## src/rtl/uart_pkg.sv

```systemverilog
// rtl/uart_pkg.sv - shared UART state encoding, frame width and bit-time helper
package uart_pkg;

  typedef enum logic [1:0] {
    ST_IDLE  = 2'd0,
    ST_START = 2'd1,
    ST_DATA  = 2'd2,
    ST_STOP  = 2'd3
  } uart_state_e;

  localparam int UART_DATA_BITS = 8;

  // Clock cycles per line bit; transmitter and receiver must agree on this.
  function automatic int calc_bit_time(input int clock_freq, input int baud_rate);
    return clock_freq / baud_rate;
  endfunction

endpackage

```

## src/rtl/uart_receiver_if.sv

```systemverilog
// rtl/uart_receiver_if.sv - received-byte handshake and status bundle
interface uart_receiver_if;
  import uart_pkg::*;

  logic [UART_DATA_BITS-1:0] o_data;
  logic                      o_data_valid;
  logic                      i_data_ready;
  logic                      o_frame_err;
  logic                      o_overrun;
  logic                      o_busy;

  modport master (
    output o_data, o_data_valid, o_frame_err, o_overrun, o_busy,
    input  i_data_ready
  );

  modport slave (
    input  o_data, o_data_valid, o_frame_err, o_overrun, o_busy,
    output i_data_ready
  );

endinterface

```

## src/rtl/uart_sync2.sv

```systemverilog
// rtl/uart_sync2.sv - two-flop synchroniser for an idle-high asynchronous input
module uart_sync2 (
  input  logic clk,
  input  logic rst_n,
  input  logic i_async,
  output logic o_sync
);

  logic r_meta;
  logic r_sync;

  always_ff @(posedge clk) begin
    if (!rst_n) begin
      r_meta <= 1'b1;
      r_sync <= 1'b1;
    end else begin
      r_meta <= i_async;
      r_sync <= r_meta;
    end
  end

  assign o_sync = r_sync;

endmodule

```

## src/rtl/uart_receiver.sv

```systemverilog
// rtl/uart_receiver.sv - 8N1 UART receiver with mid-bit sampling and one-entry holding register
module uart_receiver #(
  parameter int BAUD_RATE  = 9600,
  parameter int CLOCK_FREQ = 50000000
) (
  input  logic            clk,
  input  logic            rst_n,
  input  logic            i_rx,
  uart_receiver_if.master rx_if
);
  import uart_pkg::*;

  localparam int          BIT_TIME  = calc_bit_time(CLOCK_FREQ, BAUD_RATE);
  localparam int          HALF_BIT  = BIT_TIME / 2;
  localparam logic [15:0] BIT_LAST  = 16'(BIT_TIME - 1);
  localparam logic [15:0] HALF_LAST = 16'(HALF_BIT - 1);
  localparam logic [2:0]  IDX_LAST  = 3'(UART_DATA_BITS - 1);

  logic                      w_rx_s;
  logic                      r_rx_prev;
  uart_state_e               r_state;
  uart_state_e               w_state_next;
  logic [15:0]               r_clk_cnt;
  logic [15:0]               w_clk_cnt_next;
  logic [2:0]                r_bit_idx;
  logic [2:0]                w_bit_idx_next;
  logic [UART_DATA_BITS-1:0] r_shift;
  logic [UART_DATA_BITS-1:0] w_shift_next;
  logic                      w_stop_sample;

  logic [UART_DATA_BITS-1:0] r_data;
  logic                      r_data_valid;
  logic                      r_frame_err;
  logic                      r_overrun;
  logic                      w_handshake;
  logic                      w_stop_ok;
  logic                      w_stop_bad;

  uart_sync2 u_sync (
    .clk     (clk),
    .rst_n   (rst_n),
    .i_async (i_rx),
    .o_sync  (w_rx_s)
  );

  always_ff @(posedge clk) begin
    if (!rst_n) begin
      r_rx_prev <= 1'b1;
      r_state   <= ST_IDLE;
      r_clk_cnt <= '0;
      r_bit_idx <= '0;
      r_shift   <= '0;
    end else begin
      r_rx_prev <= w_rx_s;
      r_state   <= w_state_next;
      r_clk_cnt <= w_clk_cnt_next;
      r_bit_idx <= w_bit_idx_next;
      r_shift   <= w_shift_next;
    end
  end

  always_comb begin
    w_state_next   = r_state;
    w_clk_cnt_next = r_clk_cnt + 16'd1;
    w_bit_idx_next = r_bit_idx;
    w_shift_next   = r_shift;
    w_stop_sample  = 1'b0;
    case (r_state)
      ST_IDLE: begin
        w_clk_cnt_next = '0;
        // Edge-triggered so a held-low line (break) cannot start frames.
        if (r_rx_prev && !w_rx_s) begin
          w_state_next = ST_START;
        end
      end
      ST_START: begin
        if (r_clk_cnt == HALF_LAST) begin
          w_clk_cnt_next = '0;
          w_bit_idx_next = '0;
          w_state_next   = w_rx_s ? ST_IDLE : ST_DATA;
        end
      end
      ST_DATA: begin
        if (r_clk_cnt == BIT_LAST) begin
          w_clk_cnt_next          = '0;
          w_shift_next[r_bit_idx] = w_rx_s;
          w_bit_idx_next          = r_bit_idx + 3'd1;
          if (r_bit_idx == IDX_LAST) begin
            w_state_next = ST_STOP;
          end
        end
      end
      ST_STOP: begin
        if (r_clk_cnt == BIT_LAST) begin
          w_clk_cnt_next = '0;
          w_stop_sample  = 1'b1;
          w_state_next   = ST_IDLE;
        end
      end
      default: w_state_next = ST_IDLE;
    endcase
  end

  assign w_handshake = r_data_valid & rx_if.i_data_ready;
  assign w_stop_ok   = w_stop_sample & w_rx_s;
  assign w_stop_bad  = w_stop_sample & ~w_rx_s;

  // A same-cycle handshake frees the slot, so the new byte replaces the old one.
  always_ff @(posedge clk) begin
    if (!rst_n) begin
      r_data       <= '0;
      r_data_valid <= 1'b0;
      r_frame_err  <= 1'b0;
      r_overrun    <= 1'b0;
    end else begin
      r_frame_err <= w_stop_bad;
      r_overrun   <= w_stop_ok & r_data_valid & ~rx_if.i_data_ready;
      if (w_stop_ok && (!r_data_valid || w_handshake)) begin
        r_data       <= r_shift;
        r_data_valid <= 1'b1;
      end else if (w_handshake) begin
        r_data_valid <= 1'b0;
      end
    end
  end

  assign rx_if.o_data       = r_data;
  assign rx_if.o_data_valid = r_data_valid;
  assign rx_if.o_frame_err  = r_frame_err;
  assign rx_if.o_overrun    = r_overrun;
  assign rx_if.o_busy       = (r_state != ST_IDLE);

endmodule
```

## src/flat_wrapper.sv

```systemverilog
// flat-port wrapper written by rule: the top's interface ports become plain ports
module uart_receiver_flat import uart_pkg::*;
#(
  parameter int BAUD_RATE  = 9600,
  parameter int CLOCK_FREQ = 50000000
)
  (clk, rst_n, i_rx, rx_if_o_data, rx_if_o_data_valid, rx_if_o_frame_err, rx_if_o_overrun, rx_if_o_busy, rx_if_i_data_ready);
  uart_receiver_if rx_if_i ();
  input  logic clk;
  input  logic rst_n;
  input  logic i_rx;
  output wire logic [$bits(rx_if_i.o_data)-1:0] rx_if_o_data;
  output wire logic [$bits(rx_if_i.o_data_valid)-1:0] rx_if_o_data_valid;
  output wire logic [$bits(rx_if_i.o_frame_err)-1:0] rx_if_o_frame_err;
  output wire logic [$bits(rx_if_i.o_overrun)-1:0] rx_if_o_overrun;
  output wire logic [$bits(rx_if_i.o_busy)-1:0] rx_if_o_busy;
  input wire logic [$bits(rx_if_i.i_data_ready)-1:0] rx_if_i_data_ready;
  assign rx_if_o_data = rx_if_i.o_data;
  assign rx_if_o_data_valid = rx_if_i.o_data_valid;
  assign rx_if_o_frame_err = rx_if_i.o_frame_err;
  assign rx_if_o_overrun = rx_if_i.o_overrun;
  assign rx_if_o_busy = rx_if_i.o_busy;
  assign rx_if_i.i_data_ready = rx_if_i_data_ready;
  uart_receiver #(.BAUD_RATE(BAUD_RATE), .CLOCK_FREQ(CLOCK_FREQ)) u_core (.clk(clk), .rst_n(rst_n), .i_rx(i_rx), .rx_if(rx_if_i));
endmodule
```

## config.mk

```make
export PLATFORM = sky130hd
export DESIGN_NAME = uart_receiver_flat
export DESIGN_NICKNAME = d
export VERILOG_FILES = /design/src/rtl/uart_pkg.sv /design/src/rtl/uart_receiver_if.sv /design/src/rtl/uart_sync2.sv /design/src/rtl/uart_receiver.sv /design/src/flat_wrapper.sv
export SDC_FILE = /design/constraint.sdc
export NUM_CORES = 1
export LEC_CHECK = 0
export BUFFER_PORTS_ARGS = -buffer_cell sky130_fd_sc_hd__buf_2
export CORE_MARGIN = 5
export CORE_UTILIZATION = 60
export DETAILED_ROUTE_END_ITERATION = 7
export PLACE_DENSITY = 0.79
export SETUP_SLACK_MARGIN = 0.1
export SLEW_MARGIN = 10
export SYNTH_ARGS = -nofsm -noshare
export SYNTH_HDL_FRONTEND = slang
export SYNTH_HIERARCHICAL = 1
export SYNTH_SLANG_ARGS = --single-unit
```

## constraint.sdc

```tcl
create_clock -name clk -period 3.9 [get_ports clk]
set_input_delay 0.195 -clock clk [delete_from_list [all_inputs] [get_ports clk]]
set_output_delay 0.195 -clock clk [all_outputs]
set_load 0.005 [all_outputs]
```

## Word level (Yosys, flattened, before mapping)

Index checks and enable logic that the tools add are counted.

| word-level totals | value |
|---|---|
| output and inout bits | 12 |
| bits of input ports | 4 |
| word-level logic and storage cells | 67 |
| register bits after elaboration | 43 |

| cells by class | value |
|---|---|
| add/subtract/negate cells | 2 |
| multiplexer cells | 20 |
| equal/unequal tests | 11 |
| magnitude comparators | 2 |
| reductions and logical operators | 14 |
| bitwise logic cells | 7 |

Operators by type and width:

| kind | count |
|---|---|
| $pmux W16 S3 | 1 |
| $mux W16 | 2 |
| $add A16 B1 Y16 const B | 1 |
| $eq A16 B12 Y1 const B | 1 |
| $eq A16 B13 Y1 const B | 1 |
| $mux W2 | 6 |
| $ne A2 B1 Y1 const B | 5 |
| $bwmux W8 | 1 |
| $pmux W2 S4 | 1 |
| $mux W3 | 2 |
| $pmux W3 S2 | 1 |
| $reduce_bool A2 Y1 | 3 |
| $and A1 B1 Y1 | 5 |
| $mux W1 | 5 |
| $reduce_and A5 Y1 | 1 |
| $eq A2 B2 Y1 const B | 2 |
| $lt A3 B4 Y1 const B | 1 |
| $add A3 B1 Y3 const B | 1 |
| $demux W1 S3 | 1 |
| $eq A3 B3 Y1 const B | 1 |
| $ge A3 B1 Y1 const B | 1 |
| $logic_and A1 B1 Y1 | 3 |
| $reduce_and A3 Y1 | 1 |
| $eq A2 B1 Y1 const B | 1 |
| other kinds (6) | 8 |

## Logic depth before layout (Yosys ltp)

| logic depth | value |
|---|---|
| depth in word-level cells | 6 |
| depth in mapped cells | 6 |
| depth with buffers taken out | 5 |

## By module

The synthesis kept the hierarchy.

Modules (own cells, without submodules):

| module | cells an instance | seq. area each (um2) | instances | area an instance (um2) |
|---|---|---|---|---|
| uart_receiver | 243 | 820.8 | 1 | 2129.5 |
| uart_sync2 | 4 | 40.0 | 1 | 52.6 |

## Least setup slack after synthesis

No wires, ideal clock.

| timing | value |
|---|---|
| kind | reg2reg |
| start point | register u_core.r_clk_cnt[0] |
| end point | register u_core.r_clk_cnt[10] |
| data required time | 3768 ps |
| path buffers | 1 |
| arrival | 1529 ps |
| stages on the path, launching flop included | 7 |
| clock period less this slack | 1661 ps |
| setup slack | 2239 ps |
| setup time | 132 ps |
| cell sequence | dfxtp_1 > ha_1 > and4bb_1 > nand4_2 > a22oi_4 > buf_4 > nor3_1 |

| between the ends | value |
|---|---|
| cells in the longest elaborated chain, start to end | 3 |
| elaborated cells between the ends (all ways) | 6 |
| classes of those cells | add/sub (1); eq/ne (2); mux (3) |

Ends and longest elaborated chain:

| what | RTL line | RTL |
|---|---|---|
| start: declaration | uart_receiver.sv:23 | `logic [15:0] r_clk_cnt;` |
| start signal: assignment | uart_receiver.sv:56 | `r_clk_cnt <= w_clk_cnt_next;` |
| $add A16 B1 Y16 (tied with other cells) | uart_receiver.sv:64 | `w_clk_cnt_next = r_clk_cnt + 16'd1;` |
| $mux W16, on equally long branches | uart_receiver.sv:84, uart_receiver.sv:94, uart_receiver.sv:77 |  |
| $pmux W16 S3 * | uart_receiver.sv:68 | `case (r_state)` |

Mark *: on every way between the ends. The rest lies on a longest branch, timed or not.
A chain may end at the register's enable or synchronous reset.

## Worst setup path in the final report

| timing | value |
|---|---|
| start point | register u_core.r_clk_cnt[0] |
| end point | register u_core.r_data[6] (netlist: u_core/rx_if.o_data[6]) |

| between the ends | value |
|---|---|
| cells in the longest elaborated chain, start to end | 5 |

Ends and longest elaborated chain:

| what | RTL line | RTL |
|---|---|---|
| $eq A16 B13 Y1 | uart_receiver.sv:94 | `if (r_clk_cnt == BIT_LAST) begin` |
| $mux W1 | uart_receiver.sv:94 |  |
| $mux W1 | uart_receiver.sv:68 |  |
| $and A1 B1 Y1 | uart_receiver.sv:105 | `assign w_stop_ok = w_stop_sample & w_rx_s;` |
| $logic_and A1 B1 Y1 | uart_receiver.sv:118 | `if (w_stop_ok && (!r_data_valid \|\| w_handshake)) begin` |
| end signal: assignment | uart_receiver.sv:119 | `r_data <= r_shift;` |
| end: declaration | uart_receiver.sv:31 | `logic [UART_DATA_BITS-1:0] r_data;` |

No other way between the ends.

==> flow_summary.yaml <==
placement:
  detailed_place_hpwl_um: 2830
  io_buffer_count: 15
  placement.cell_area_mm2: 0.00223
  routability_congestion_estimate_from_global_placement: 0.823
floorplan:
  fp.dieW_um: 70.3
  initial_cell_density_of_the_core_pct: 61.0
  ios: 16
  floorplan.die.height_um: 70.3
  core_area_mm2: 0.00358
  core.rowCount: 22
  die_area_mm2: 0.00494
finish:
  nFillCells: 319
  final_area_mm2: 0.00230
  design.final.nets: 258
  area_delta_synth_final_pct: 5.28
  layout-drive-gt1-share_pct: 12.7
  diodes: 0
sta:
  finalMaxSlewViolations: 0
  timing.final.crit_period_ns: 2.10
  setup_viol: 0
  rsz0062_at_grt: "false"
  final_min_period_over_clock_period_pct: 53.8
  final-hold-violation-count: 0
  finClkSkew_ns: 0.00982
  maxClockFrequency_mhz: 476
  final.setup.tns_ns: 0
  worst_pin_slew_ns: 0.809
  worst_slew_margin_rel_pct: 46.0
synthesis:
  synth_seq_area_share_pct: 39.4
  synth.most_common_cell: "dfxtp_1"
  synth-simple-area-share_pct: 34.9
  synth-seq-cells: 43
  synth.cells.most_frequent: "dfxtp_1, nand2_1, nor3_1"
  yosysUniqueCellTypes: 51
  share_of_cell_area_taken_by_muxes_after_synthesis_pct: 3.67
  synth_warnings: 6
  synth_edf_count: 0
  synth_area_mm2: 0.00218
  synth.top_cells.by_area: "dfxtp_1, nand2_1, nor3_1"
  synth_cells: 247
  synth_compound_gate_area_share_pct: 11.3
  synth_flop_cell: "dfxtp_1"
  synth_top_cell_area_share_pct: 39.4
  yosys.area_share.adder_pct: 1.72
  xor_xnor_share_of_the_synthesized_area_pct: 4.42
  combinational_family_with_the_most_area_after_synthesis: "simple AND/OR/NAND/NOR gates"
  synthDominantAreaCellType: "dfxtp_1"
  ys_async_sr_fraction_pct: 0
  synth_area_per_cell_um2: 8.83
  mappedNetlistNets: 254
route:
  drtIter0Drc: 143
  detail_route.first_pass.iterations: 4
  vias: 1793
  viasPerCell: 6.00
  drt_wl_total_um: 4230
  drcViolationCount: 0
  ant_nets: 0
  detail_route.wl_per_cell_um: 14.1
global_routing:
  grt_first_pass_wirelength_um: 7460
  grt_util_met2_pct: 29.3
  grt_overflow_total: 0
  grtUsageTotal_pct: 18.1
  antenna_found_initial: 0
  number_of_global_route_vias_before_repair: 1637
  global_route.usage.met3_pct: 3.74
  maximum_number_of_pins_on_one_net_before_global_route_repair: 28
  fraction_of_met1_tracks_used_by_global_routing_pct: 23.9
  routing_layer_with_the_top_usage_in_global_route: "met2"
pwr:
  netSwitchingFraction_pct: 20.9
  power_frac_seq_pct: 60.9
  maximum_ir_drop_on_the_vdd_rail_mv: 0.224
  net-switching-power_w: 0.000153
  power_per_cell_area_mw_per_mm2: 319
  power.share.combinational_pct: 3.0
  cellLeakagePower_nw: 0.823
  power.internal_w: 0.000580
  power.share.clock_pct: 36.1
clocking:
  hold_buffers: 0
  cts.reportedPaths.clkPinSlew_ns: 0.11
  post_cts_resize_count: 0
  cts_sinks: 43
  clk_path_buf_depth: 2
  cts_made_buffers: 5
  cts.root.buffer_cell: "clkbuf_4"
  htree_levels: 2
  tritoncts: "done"
  postCtsSetupBuffers: 0
  clkLatencyLatePin_ns: 0.34
worst_setup_path:
  setup.worst_path.start_class: "flip-flop"
  worstPathRequired_ns: 4.13
  critPathKind: "reg -> reg"
  maximum_fanout_along_the_worst_path: 11
  cp_data_arrival_time_ns: 2.33
  worst_setup_path_end_kind: "flip-flop"
hold_path:
  worst_hold_path_type: "in -> reg"
run:
  drv_cap: 0
outcome:
  result_of_the_run: "finished, final reports clean"
power by group through the flow:
stage	registers, W	logic, W	clock network (W)
global placement	0.000456	0.0000219	0
detailed placement	0.000456	0.0000220	0
finish	0.000447	0.0000223	0.000264
floorplan	0.000452	0.0000215	0
global route	0.000447	0.0000246	0.000291
CTS	0.000446	0.0000221	0.000274
cell usage in the layout, fill, tap and decap left out, types with 3 or more instances in the layout:
cell type / Yosys / layout
a211oi_1: 3 / 3
nor3_1: 22 / 22
or3_1: 3 / 3
nand2_1: 33 / 33
and4bb_1: 4 / 4
and2_1: 3 / 3
xor2_1: 7 / 7
a21oi_1: 11 / 11
o21ai_0: 8 / 8
nand2b_1: 6 / 6
nor4_1: 3 / 3
nor2_1: 4 / 4
dfxtp_1: 43 / 43
mux2i_1: 8 / 8
nand4_2: 3 / 3
clkbuf_4: 0 / 5
buf_2: 4 / 15
xnor2_1: 4 / 4
and4_1: 4 / 4
nand3_1: 16 / 16
nor2b_1: 5 / 5
ha_1: 3 / 3
nand4_1: 5 / 5
state kept, by name, summed over array words and instances (netlist names), named ones only:
name                       flops
u_core/r_bit_idx               3
u_core/r_state                 1
u_core/rx_if.o_frame_err       1
u_core/r_shift                 8
u_core/rx_if.o_data_valid      1
u_core/r_clk_cnt              16
u_core/u_sync/o_sync           1
u_core/u_sync/r_meta           1
u_core/rx_if.o_data            8
u_core/rx_if.o_overrun         1
u_core/r_rx_prev               1
layer usage:
metal	vias up	share of wire [%]	wire length, um
li1	903	-	-
met4	0	1.0	44
met1	835	48	2030
met5	-	0	0
met2	49	46	1930
met3	6	5.4	228
path summary, 6_finish.rpt:
check / start / endpoint / slack, ns / depth (start not counted)
worst min-delay path: i_rx / u_core/u_sync/r_meta / 0.03 / 2
worst max-delay path: u_core/r_clk_cnt[0] / u_core/rx_if.o_data[6] / 1.80 / 5
worst min register to register: u_core/u_sync/r_meta / u_core/u_sync/o_sync / 0.43 / 1
worst max register to register: u_core/r_clk_cnt[0] / u_core/rx_if.o_data[6] / 1.80 / 5
cells by family after synthesis:
kind of cell             count (synthesis)
AND/OR/NAND/NOR                        127
AO/OA/AOI/OAI                           35
multiplexers                             8
XOR/XNOR                                11
adder cells (fa/ha/maj)                  3
flip-flops                              43
buffers and inverters                   20
worst max-delay path, stage by stage (launching register included):
cell	delay, ns
dfxtp_1	0.38
ha_1	0.26
nor4bb_1	0.37
and4_1	0.54
nand3_4	0.24
mux2i_1	0.20
cell type report:
class                   count  area [um2]  share of cell area (%)
flip-flops and latches     43         861                    37.5
well taps                  48        60.1                    2.61
multi-input cells         184        1220                    53.2
clock inverters             1        30.0                    1.31
inverters                   2        7.51                   0.327
repair buffers             15        75.1                    3.27
clock buffers               6        41.3                    1.80
through the flow:
step | hold WS (ns) | std cells | total power, W | utilization [%] | worst slack, ns
global route | 0.00846 | 299 | 0.000763 | 64.2 | 1.64
detailed placement | 0.382 | 292 | 0.000478 | 62.2 | 1.80
global placement | 0.378 | 292 | 0.000478 | 62.2 | 1.93
finish | 0.0341 | 299 | 0.000733 | 64.2 | 1.80
CTS | 0.0165 | 299 | 0.000743 | 64.2 | 1.79
floorplan | 0.268 | 247 | 0.000474 | - | 2.24
Note: power is estimated with default switching activity, not from simulation.
